File: src/rtl/clock_set_controller.sv
// clock_set_controller: button debounce, RUN/SET_* sequencer, adjust pulses with
// auto-repeat, run enable and digit-blink masks for the HH:MM:SS datapath.
`timescale 1ns/1ps
module clock_set_controller #(
    parameter int unsigned DEBOUNCE_CYCLES = 1_000_000,
    parameter int unsigned REPEAT_DELAY    = 25_000_000,
    parameter int unsigned REPEAT_RATE     = 10_000_000,
    parameter int unsigned BLINK_CYCLES    = 25_000_000
) (
    input  logic       clk,
    input  logic       rst_n,
    input  logic       mode_btn_n,
    input  logic       inc_btn_n,
    input  logic       hold_sw,
    output logic       run_en,
    output logic       presc_clr,
    output logic       hr_inc,
    output logic       min_inc,
    output logic       sec_clr,
    output logic [2:0] blink_mask,
    output logic [1:0] mode
);

    localparam int unsigned maxAB  = (DEBOUNCE_CYCLES > REPEAT_DELAY) ? DEBOUNCE_CYCLES : REPEAT_DELAY;
    localparam int unsigned maxCD  = (REPEAT_RATE > BLINK_CYCLES) ? REPEAT_RATE : BLINK_CYCLES;
    localparam int unsigned cntMax = (maxAB > maxCD) ? maxAB : maxCD;
    localparam int unsigned cntW   = $clog2(cntMax + 1);

    typedef enum logic [1:0] {
        RUN     = 2'b00,
        SET_HR  = 2'b01,
        SET_MIN = 2'b10,
        SET_SEC = 2'b11
    } state_t;

    state_t            state, stateNext;

    // index 0 = mode button, index 1 = inc button
    logic [1:0]        btnRaw, sync1, sync2, debLvl, pressEvt;
    logic [cntW-1:0]   dbCnt [2];

    logic              modeEvt, incEvt, incHeld;

    logic              repActive, repFirst;
    logic [cntW-1:0]   repCnt;

    logic [cntW-1:0]   blinkCnt, blinkCntNext;
    logic              phaseOff, phaseOffNext;
    logic [2:0]        maskNext;

    assign btnRaw  = {inc_btn_n, mode_btn_n};
    assign modeEvt = pressEvt[0];
    assign incEvt  = pressEvt[1];
    assign incHeld = ~debLvl[1];
    assign mode    = state;

    // Synchronize both buttons and accept a new level after DEBOUNCE_CYCLES equal samples
    always_ff @(posedge clk or negedge rst_n) begin
        if (!rst_n) begin
            sync1    <= '1;
            sync2    <= '1;
            debLvl   <= '1;
            pressEvt <= '0;
            for (int unsigned i = 0; i < 2; i++) dbCnt[i] <= '0;
        end else begin
            sync1 <= btnRaw;
            sync2 <= sync1;
            for (int unsigned i = 0; i < 2; i++) begin
                pressEvt[i] <= 1'b0;
                if (sync2[i] == debLvl[i]) begin
                    dbCnt[i] <= '0;
                end else if (dbCnt[i] == cntW'(DEBOUNCE_CYCLES - 1)) begin
                    dbCnt[i]    <= '0;
                    debLvl[i]   <= sync2[i];
                    pressEvt[i] <= ~sync2[i];
                end else begin
                    dbCnt[i] <= dbCnt[i] + cntW'(1);
                end
            end
        end
    end

    // Next state and next blink phase, so registered outputs line up with the mode output
    always_comb begin
        stateNext    = state;
        blinkCntNext = blinkCnt;
        phaseOffNext = phaseOff;
        maskNext     = 3'b000;
        if (modeEvt) begin
            case (state)
                RUN:     stateNext = SET_HR;
                SET_HR:  stateNext = SET_MIN;
                SET_MIN: stateNext = SET_SEC;
                default: stateNext = RUN;
            endcase
            blinkCntNext = '0;
            phaseOffNext = 1'b0;
        end else if (blinkCnt == cntW'(BLINK_CYCLES - 1)) begin
            blinkCntNext = '0;
            phaseOffNext = ~phaseOff;
        end else begin
            blinkCntNext = blinkCnt + cntW'(1);
        end
        case (stateNext)
            SET_HR:  maskNext = {phaseOffNext, 2'b00};
            SET_MIN: maskNext = {1'b0, phaseOffNext, 1'b0};
            SET_SEC: maskNext = {2'b00, phaseOffNext};
            default: maskNext = 3'b000;
        endcase
    end

    // Sequencer: mode transitions, adjust pulses with auto-repeat, run enable, blink
    always_ff @(posedge clk or negedge rst_n) begin
        if (!rst_n) begin
            state      <= RUN;
            run_en     <= 1'b0;
            presc_clr  <= 1'b0;
            hr_inc     <= 1'b0;
            min_inc    <= 1'b0;
            sec_clr    <= 1'b0;
            blink_mask <= '0;
            repActive  <= 1'b0;
            repFirst   <= 1'b0;
            repCnt     <= '0;
            blinkCnt   <= '0;
            phaseOff   <= 1'b0;
        end else begin
            state      <= stateNext;
            run_en     <= (stateNext == RUN) && !hold_sw;
            blink_mask <= maskNext;
            blinkCnt   <= blinkCntNext;
            phaseOff   <= phaseOffNext;
            presc_clr  <= 1'b0;
            hr_inc     <= 1'b0;
            min_inc    <= 1'b0;
            sec_clr    <= 1'b0;
            // mode press has priority; a coincident inc press or repeat pulse is dropped
            if (modeEvt) begin
                presc_clr <= (state == SET_SEC);
                repActive <= 1'b0;
                repFirst  <= 1'b0;
                repCnt    <= '0;
            end else if (incEvt) begin
                case (state)
                    SET_HR: begin
                        hr_inc    <= 1'b1;
                        repActive <= 1'b1;
                        repFirst  <= 1'b1;
                        repCnt    <= cntW'(1);
                    end
                    SET_MIN: begin
                        min_inc   <= 1'b1;
                        repActive <= 1'b1;
                        repFirst  <= 1'b1;
                        repCnt    <= cntW'(1);
                    end
                    SET_SEC: sec_clr <= 1'b1;
                    default: ;
                endcase
            end else if (repActive) begin
                if (!incHeld) begin
                    repActive <= 1'b0;
                    repFirst  <= 1'b0;
                    repCnt    <= '0;
                end else if ((repFirst && repCnt == cntW'(REPEAT_DELAY)) ||
                             (!repFirst && repCnt == cntW'(REPEAT_RATE))) begin
                    hr_inc   <= (state == SET_HR);
                    min_inc  <= (state == SET_MIN);
                    repFirst <= 1'b0;
                    repCnt   <= cntW'(1);
                end else begin
                    repCnt <= repCnt + cntW'(1);
                end
            end
        end
    end

endmodule
File: config.mk
export PLATFORM = sky130hd
export DESIGN_NAME = clock_set_controller
export DESIGN_NICKNAME = d
export VERILOG_FILES = /design/src/rtl/clock_set_controller.sv
export SDC_FILE = /design/constraint.sdc
export NUM_CORES = 1
export LEC_CHECK = 0
export ABC_AREA = 1
export ABC_CLOCK_PERIOD_IN_PS = 5570
export CORE_AREA = 2 2 102 154
export CTS_CLUSTER_SIZE = 16
export DETAILED_ROUTE_END_ITERATION = 12
export DIE_AREA = 0 0 104 156
export GPL_TIMING_DRIVEN = 1
export PLACE_DENSITY = 0.67
export SLEW_MARGIN = 20
export SYNTH_ARGS = -nofsm -noshare
export SYNTH_HDL_FRONTEND = slang
export SYNTH_SLANG_ARGS = --single-unit
File: constraint.sdc
create_clock -name clk -period 5.57 [get_ports clk]
set_clock_uncertainty 0.2 [all_clocks]
set_input_delay 0.8355 -clock clk [delete_from_list [all_inputs] [get_ports clk]]
set_output_delay 0.8355 -clock clk [all_outputs]
set_load 0.1 [all_outputs]
# Yosys cells after proc, flatten, opt, wreduce, memory -nomap -nowiden
# Index checks and enable logic that the tools add are counted.
[word_totals]
wordCells = 104
register_bits = 121
out_inout_bits = 10
[op_classes]
bitwise_logic = 5
reduce_logical = 15
eq_ne = 14
muxes = 47
add_sub_neg = 4
[op_table]
columns = ["op", "n"]
rows = [
  ["25-bit two-way mux", 12],
  ["25-bit by 1-bit adder with 25-bit output, second input constant", 4],
  ["25-bit by 20-bit equality test with 1-bit output, second input constant", 2],
  ["25-bit equality test, second input constant", 2],
  ["1-bit two-way mux", 32],
  ["25-bit by 24-bit equality test with 1-bit output, second input constant", 1],
  ["3-bit one-hot mux with 3 select lines", 1],
  ["2-bit equality test, second input constant", 4],
  ["2-bit one-hot mux with 3 select lines", 1],
  ["2-bit AND reduction", 3],
  ["1-bit NOT", 5],
  ["2-bit by 1-bit equality test with 1-bit output, second input constant", 2],
  ["2-bit zero test", 2],
  ["4-bit nonzero test", 1],
  ["1-bit logical AND", 3],
  ["3-bit inequality test, second input constant", 1],
  ["3-bit AND reduction", 1],
  ["3-bit nonzero test", 1],
  ["1-bit equality test", 2],
  ["1-bit zero test", 2],
  ["2-bit two-way mux", 1],
  ["2-bit OR reduction", 1],
  ["1-bit logical OR", 1],
]

# Longest topological paths before layout
# Gate-level depths: netlist of run 1.
[logic_depth]
ltp_word = 8
ltp_mapped = 13

# Least setup slack after synthesis of run 1
# OpenSTA, ideal clock, no wires.
[synth_timing]
kind = "register to register"
from = "register state[0], in the netlist mode[0]"
to = "register repCnt[24]"
path_buffers = 1
slack_ns = 2.906
setup_ns = 0.116
t_arrival_ns = 2.348
stages_incl_launch_ff = 14
cell_sequence = "dfrtp_1 inv_1 ha_1 nand2_1 o21ai_2 nand2_4 buf_6 nand2_2 nor2_2 nand2_1 nor2_1 nand3_1 nand2_1 nor2_1"
[synth_between]
elab_chain_cells = 4
elab_cells_between_ends = 5
cone_classes = "3 x eq/ne; 2 x reduce/logical"
[synth_rtl]
columns = ["element", "line_no", "rtl"]
rows = [
  ["start: declaration", "36", "state_t state, stateNext;"],
  ["start signal: assignment", "128", "state <= stateNext;"],
  ["2-bit by 1-bit equality test with 1-bit output or 2-bit equality test (tied branches)", "144", "case (state)"],
  ["2-bit OR reduction (no source line) *", "--", ""],
  ["3-bit inequality test (no source line) *", "--", ""],
  ["2-bit AND reduction (no source line) *", "--", ""],
  ["end signal: assignment", "149", "repCnt <= cntW'(1);"],
  ["end signal: assignment", "155", "repCnt <= cntW'(1);"],
  ["end signal: assignment", "170", "repCnt <= cntW'(1);"],
  ["end: declaration", "45", "logic [cntW-1:0] repCnt;"],
]
# Mark *: on every way between the ends. The rest lies on a longest branch, timed or not.
# A chain may end at the register's enable or synchronous reset.

# Final worst setup path of run 1
[layout_timing]
from = "register state[0], in the netlist mode[0]"
to = "output mode[0]"
[layout_lines]
columns = ["element", "line_no", "rtl"]
rows = [
  ["end: declaration", "21", "output logic [1:0] mode"],
]
# No word-level cell between the ends.

==> results_dict.tcl, run 1 <==
set metrics [dict create \
    ys_warn_count 0 \
    grt_pass1_wl_um 26100 \
    outcome "finished clean" \
    cp-end-kind "output port" \
    num_antenna_cells 0 \
    path_cells "clkdlybuf4s50_1" \
    synth_area_leaders "dfrtp_1, nor2_1, nand2_1" \
    syn_nets 902 \
    cts_hold_buf 0 \
    min_period_ns 3.08 \
    final_cells 1126 \
    leakagePower_uw 0.00340 \
    post_cts_resized 0 \
    multi_input_area_sq_um 3200 \
    die_area_sq_um 16200 \
    cts_setup_buffers 0 \
    placed_area_sq_um 7090 \
    yosysMostFrequentCell "nor2_1" \
    cts_root_buffer "clkbuf_16" \
    slew_violations 0 \
    ys_ff_latch 121 \
    io_pins 15 \
    ys_top_cells_by_count "nor2_1, nand2_1, inv_1" \
    crit_family "buffers and inverters" \
    max_slew_margin_pct 34.8 \
    worstPathArrival_ns 2.05 \
    maxCapViolCount 0 \
    yosys.cell_types.count 43 \
    nFillCells 1497 \
    final_antenna_net_count 0 \
    cts_made_buffers 17 \
    cts_buffer_depth 2 \
    power_density_nw_per_um2 270 \
    finish.instance_area_sq_um 7710 \
    setup-tns-final_ns 0 \
    grt_overflow 0 \
    synth_edf_count 0 \
    max_freq_mhz 324 \
    cts.clk_slew.worst_paths_ns 0.06 \
    die_h_um 156 \
    synthCells 889 \
    grt_pass1_vias 5756 \
    post-dp-hpwl_um 10700 \
    remaining_drc_errors 0 \
    crit_buf_inv 1 \
    insertion_delay_ns 0.41 \
    cp_max_fo 7 \
    synth_top_cell_by_area "dfrtp_1" \
    grt_usage_pct 19.8 \
    start_kind "flip-flop" \
    rows 55 \
    wirelength_um 14700 \
    antenna_found_initial 0 \
    detail_route.iter0.violations 296 \
    avgViaCountPerCell 5.11 \
    drt_pass1_iterations 5 \
    cts.sink_count 121 \
    fin_crit_sh_pct 55.4 \
    wl_per_cell_um 13.1 \
    htree_levels 4 \
    dp.cells 1094 \
    ir_drop_mv 0.146 \
    die_x_um 104 \
    hold_viol_final 0 \
    critPathMaxStageDelay_ns 1.18 \
    ys_seq_area_share_pct 44.9 \
    start_util_pct 45.4 \
    worstMarginPinSlew_ns 0.975 \
    avgSynthCellArea_sq_um 7.60 \
    core_area_sq_um 14900 \
    power_uw 2080 \
    worstSetupPathType "flip-flop to output port" \
    synthArstFlopShare_pct 100 \
    synth_top_cell_area_share_pct 42.6 \
    grt_max_degree 69 \
    setup_violations 0 \
    syn_area_sq_um 6760 \
    vias 5757 \
    rsz0062_at_grt "no" \
    crit_slowest_cell "clkdlybuf4s50_1" \
    syn_to_final_growth_pct 14.1 \
    critPathRequiredTime_ns 4.53 \
    cts_tree "built" \
    hp-class "flip-flop to flip-flop" \
    seq_area_sq_um 3040 \
    drive_gt1_share_pct 8.85 \
    layout.nets 927 \
    gp_congestion 0.928 \
    synth_flop_cell "dfrtp_1" \
    portBuffers 14 \
]
## final cells by class
class / count / area share (%)
clock inverter: 10 / 1.82
clock buffer: 22 / 6.28
inverter: 119 / 5.86
timing repair buffer: 15 / 1.88
tap: 199 / 3.23
multi-input combinational: 640 / 41.6
sequential: 121 / 39.4
## worst paths after layout
| kind | depth (start not counted) | endpoint | slack [ns] | from |
|---|---|---|---|---|
| setup / recovery | 1 | mode[0] | 2.49 | mode[0] |
| hold / removal | 0 | sync2[1] | 0.15 | sync1[1] |
| setup reg to reg | 12 | repCnt[21] | 3.22 | mode[0] |
| hold reg to reg | 0 | sync2[1] | 0.15 | sync1[1] |
| max in group asynchronous | 2 | dbCnt[5] | 3.63 | rst_n |
| min in group asynchronous | 1 | blinkCnt[2] | 0.34 | rst_n |
## per-layer routing
layer  part of all wire [%]  track usage, %  routed length [um]  vias to the layer above
li1                       -               -                   -                     2904
met1                     41            21.6                6010                     2671
met2                     52            36.3                7680                      136
met3                    3.5            4.18                 509                       46
met4                    3.3            9.78                 492                        0
met5                      0               0                   0                        -
## where the power goes
group          switching (uW)  internal [uW]
Combinational            31.8           8.20
Sequential               5.07            886
Clock                     398            751
Total                     435           1650
## stage by stage
stage	hold slack [ns]	util (%)	setup slack [ns]
6_report	0.154	51.9	2.49
5_1_grt	0.162	51.9	2.42
2_1_floorplan	0.145	-	2.91
3_3_place_gp	0.145	47.7	2.94
4_1_cts	0.155	51.9	2.47
3_5_place_dp	0.147	47.7	2.91
## cells in the final DEF (no fill, tap or decap), types with 3 or more instances in the layout
cell type,Yosys,final
a211oi_1,3,3
a21oi_1,16,16
bufinv_16,0,3
clkbuf_16,0,17
clkbuf_8,0,4
clkdlybuf4s50_1,0,13
clkinvlp_4,0,3
dfrtp_1,115,115
dfstp_2,6,6
ha_1,8,8
inv_1,117,117
nand2_1,176,176
nand2_2,5,5
nand3_1,60,60
nand3b_1,5,5
nand4_1,30,30
nor2_1,183,183
nor2_2,18,18
nor3_1,42,42
nor3_2,6,6
nor3b_1,5,5
nor4_1,8,8
o21ai_0,14,14
o21ai_1,3,3
xnor2_1,15,15
xor2_1,24,24
## kinds of logic after synthesis
kind of cell,Yosys count,share of synthesized area (%)
flops,121,44.9
buf+inv,128,7.63
xor+xnor,39,5.06
compound gates,43,3.52
fa+ha+maj,8,1.48
simple gates,550,37.4
## flip-flops by register name, summed over array words and instances, names as in the netlist, 2 cells and up
name / count
blinkCnt: 25
blink_mask: 3
dbCnt: 50
debLvl: 2
mode: 2
pressEvt: 2
repCnt: 25
sync1: 2
sync2: 2
Note: power is estimated with default switching activity, not from simulation.
==> run 2: changes to the inputs <==
--- a/config.mk
+++ b/config.mk
@@ -6,7 +6,7 @@
 export NUM_CORES = 1
 export LEC_CHECK = 0
 export ABC_AREA = 1
-export ABC_CLOCK_PERIOD_IN_PS = 5570
+export ABC_CLOCK_PERIOD_IN_PS = 2890
 export CORE_AREA = 2 2 102 154
 export CTS_CLUSTER_SIZE = 16
 export DETAILED_ROUTE_END_ITERATION = 12
==> constraint.sdc (replaced) <==
create_clock -name clk -period 2.89 [get_ports clk]
set_clock_uncertainty 0.2 [all_clocks]
set_input_delay 0.4335 -clock clk [delete_from_list [all_inputs] [get_ports clk]]
set_output_delay 0.4335 -clock clk [all_outputs]
set_load 0.1 [all_outputs]
==> results_dict.tcl, run 2 (synthesis results as in run 1) <==
set metrics [dict create \
    cts.clk_slew.worst_paths_ns 0.06 \
    maxCapViolCount 0 \
    slew_violations 0 \
    min_to "sync2[0]" \
    crit_path_start "mode[0]" \
    largest_reg_flops 50 \
    grt_usage_pct 19.4 \
    vias 5769 \
    hold_viol_final 0 \
    worstReg2RegEnd "repCnt[21]" \
    start_kind "flip-flop" \
    grt_pass1_wl_um 25500 \
    setup-tns-final_ns 0 \
    worstPathArrival_ns 2.35 \
    die_h_um 156 \
    nFillCells 1467 \
    drive_gt1_share_pct 10.2 \
    start_util_pct 45.4 \
    cts_tree "built" \
    cts.sink_count 121 \
    wl_met3_um 467 \
    cp_max_fo 13 \
    gp_congestion 0.911 \
    die_x_um 104 \
    ir_drop_mv 0.314 \
    cts_root_buffer "clkbuf_16" \
    rows 55 \
    detail_route.iter0.violations 329 \
    num_antenna_cells 0 \
    post-dp-hpwl_um 11000 \
    grt_max_degree 57 \
    max_slew_margin_pct 55.3 \
    leakagePower_uw 0.00344 \
    grt_pass1_vias 5673 \
    wirelength_um 14900 \
    io_pins 15 \
    avgViaCountPerCell 5.11 \
    hp-class "flip-flop to flip-flop" \
    outcome "finished clean" \
    setup_violations 0 \
    final_antenna_net_count 0 \
    worstSetupPathType "flip-flop to flip-flop" \
    min_period_ns 2.25 \
    power_density_nw_per_um2 524 \
    syn_to_final_growth_pct 14.5 \
    insertion_delay_ns 0.42 \
    worstRegToRegCells 12 \
    met2WireLength_um 7850 \
    fin_crit_sh_pct 77.7 \
    worstMarginPinSlew_ns 0.669 \
    cts_buffer_depth 2 \
    cts_setup_buffers 0 \
    htree_levels 4 \
    portBuffers 14 \
    cts_made_buffers 17 \
    topRoutingLayerUsed "met4" \
    holdPathStages 0 \
    die_area_sq_um 16200 \
    regMostFlops "dbCnt" \
    rsz0062_at_grt "no" \
    power_uw 4050 \
    max_freq_mhz 445 \
    top_regs "dbCnt: 50 flops, blinkCnt: 25 flops, repCnt: 25 flops" \
    layout.nets 931 \
    core_area_sq_um 14900 \
    final_cell_mix "nor2_1, nand2_1, inv_1" \
    layout_commonest_cell "nor2_1" \
    antenna_found_initial 0 \
    worstHoldStart "sync1[0]" \
    cp-end-kind "flip-flop" \
    ff2ff_setup_slack_ns 0.64 \
    r2r_start "mode[0]" \
    remaining_drc_errors 0 \
    critPathRequiredTime_ns 2.99 \
    drt_pass1_iterations 4 \
    grt_overflow 0 \
    wl_per_cell_um 13.1 \
    wl_met1_um 6120 \
]
[run 2: cell count changes in the layout (fill, tap and decap cells not counted), moves of 2 or more]
| cell | previous run | this run |
|---|---|---|
| buf_4 | 2 | 14 |
| clkdlybuf4s50_1 | 13 | 3 |
| clkbuf_8 | 4 | 0 |
| clkinvlp_4 | 3 | 5 |
[run 2: repair_timing]
item,4_1_cts,5_1_grt
resized for setup,0,0
endpoints found under the hold margin,79,0
hold buffers,1,0
endpoints found under the setup margin,0,0
[run 2: worst max path at each step]
stage / endpoint / depth (start not counted)
2_1_floorplan: repCnt[24] / 13
3_3_place_gp: repCnt[21] / 12
3_5_place_dp: repCnt[21] / 12
4_1_cts: repCnt[17] / 12
5_1_grt: repCnt[21] / 12
6_report: repCnt[21] / 12
[run 2: worst max-delay path, stage by stage (launching register included)]
cell,delay (ns)
dfrtp_1,0.48
inv_1,0.10
ha_1,0.33
nand2_1,0.08
o21ai_2,0.08
nand2_4,0.17
nand2_1,0.13
nor2_1,0.14
nand2_1,0.11
nor2_1,0.14
nand3_1,0.08
nand2_1,0.07
nor2_1,0.03
[run 2: through the flow]
stage	hold WS (ns)	area (sq um)	worst slack, ns	util, %	instances
6_report	0.157	7730	0.644	52.0	1130
5_1_grt	0.159	7730	0.348	52.0	1130
4_1_cts	0.155	7730	0.634	52.0	1130
3_5_place_dp	0.0821	7100	0.645	47.7	1097
3_3_place_gp	0.0820	7100	0.721	47.7	1097
2_1_floorplan	-0.0621	6760	0.226	-	889
[run 2: area by class of cell]
class,count,area [sq um],share of cell area (%)
inverter,119,452,5.84
multi-input combinational,640,3200,41.4
tap,199,249,3.22
clock buffer,18,429,5.55
sequential,121,3040,39.3
clock inverter,14,198,2.56
timing repair buffer,19,165,2.14
[run 2: metal layers]
| layer | track usage (%) | up-vias |
|---|---|---|
| met5 | 0 | - |
| met4 | 9.91 | 0 |
| met3 | 3.84 | 37 |
| met2 | 35.1 | 125 |
| met1 | 21.8 | 2696 |
| li1 | - | 2911 |
[run 2: report_power, final]
part,switching (uW),internal (uW),leakage (uW)
clock network,806,1450,0.000289
logic,62.4,20.3,0.00150
registers,9.91,1710,0.00165
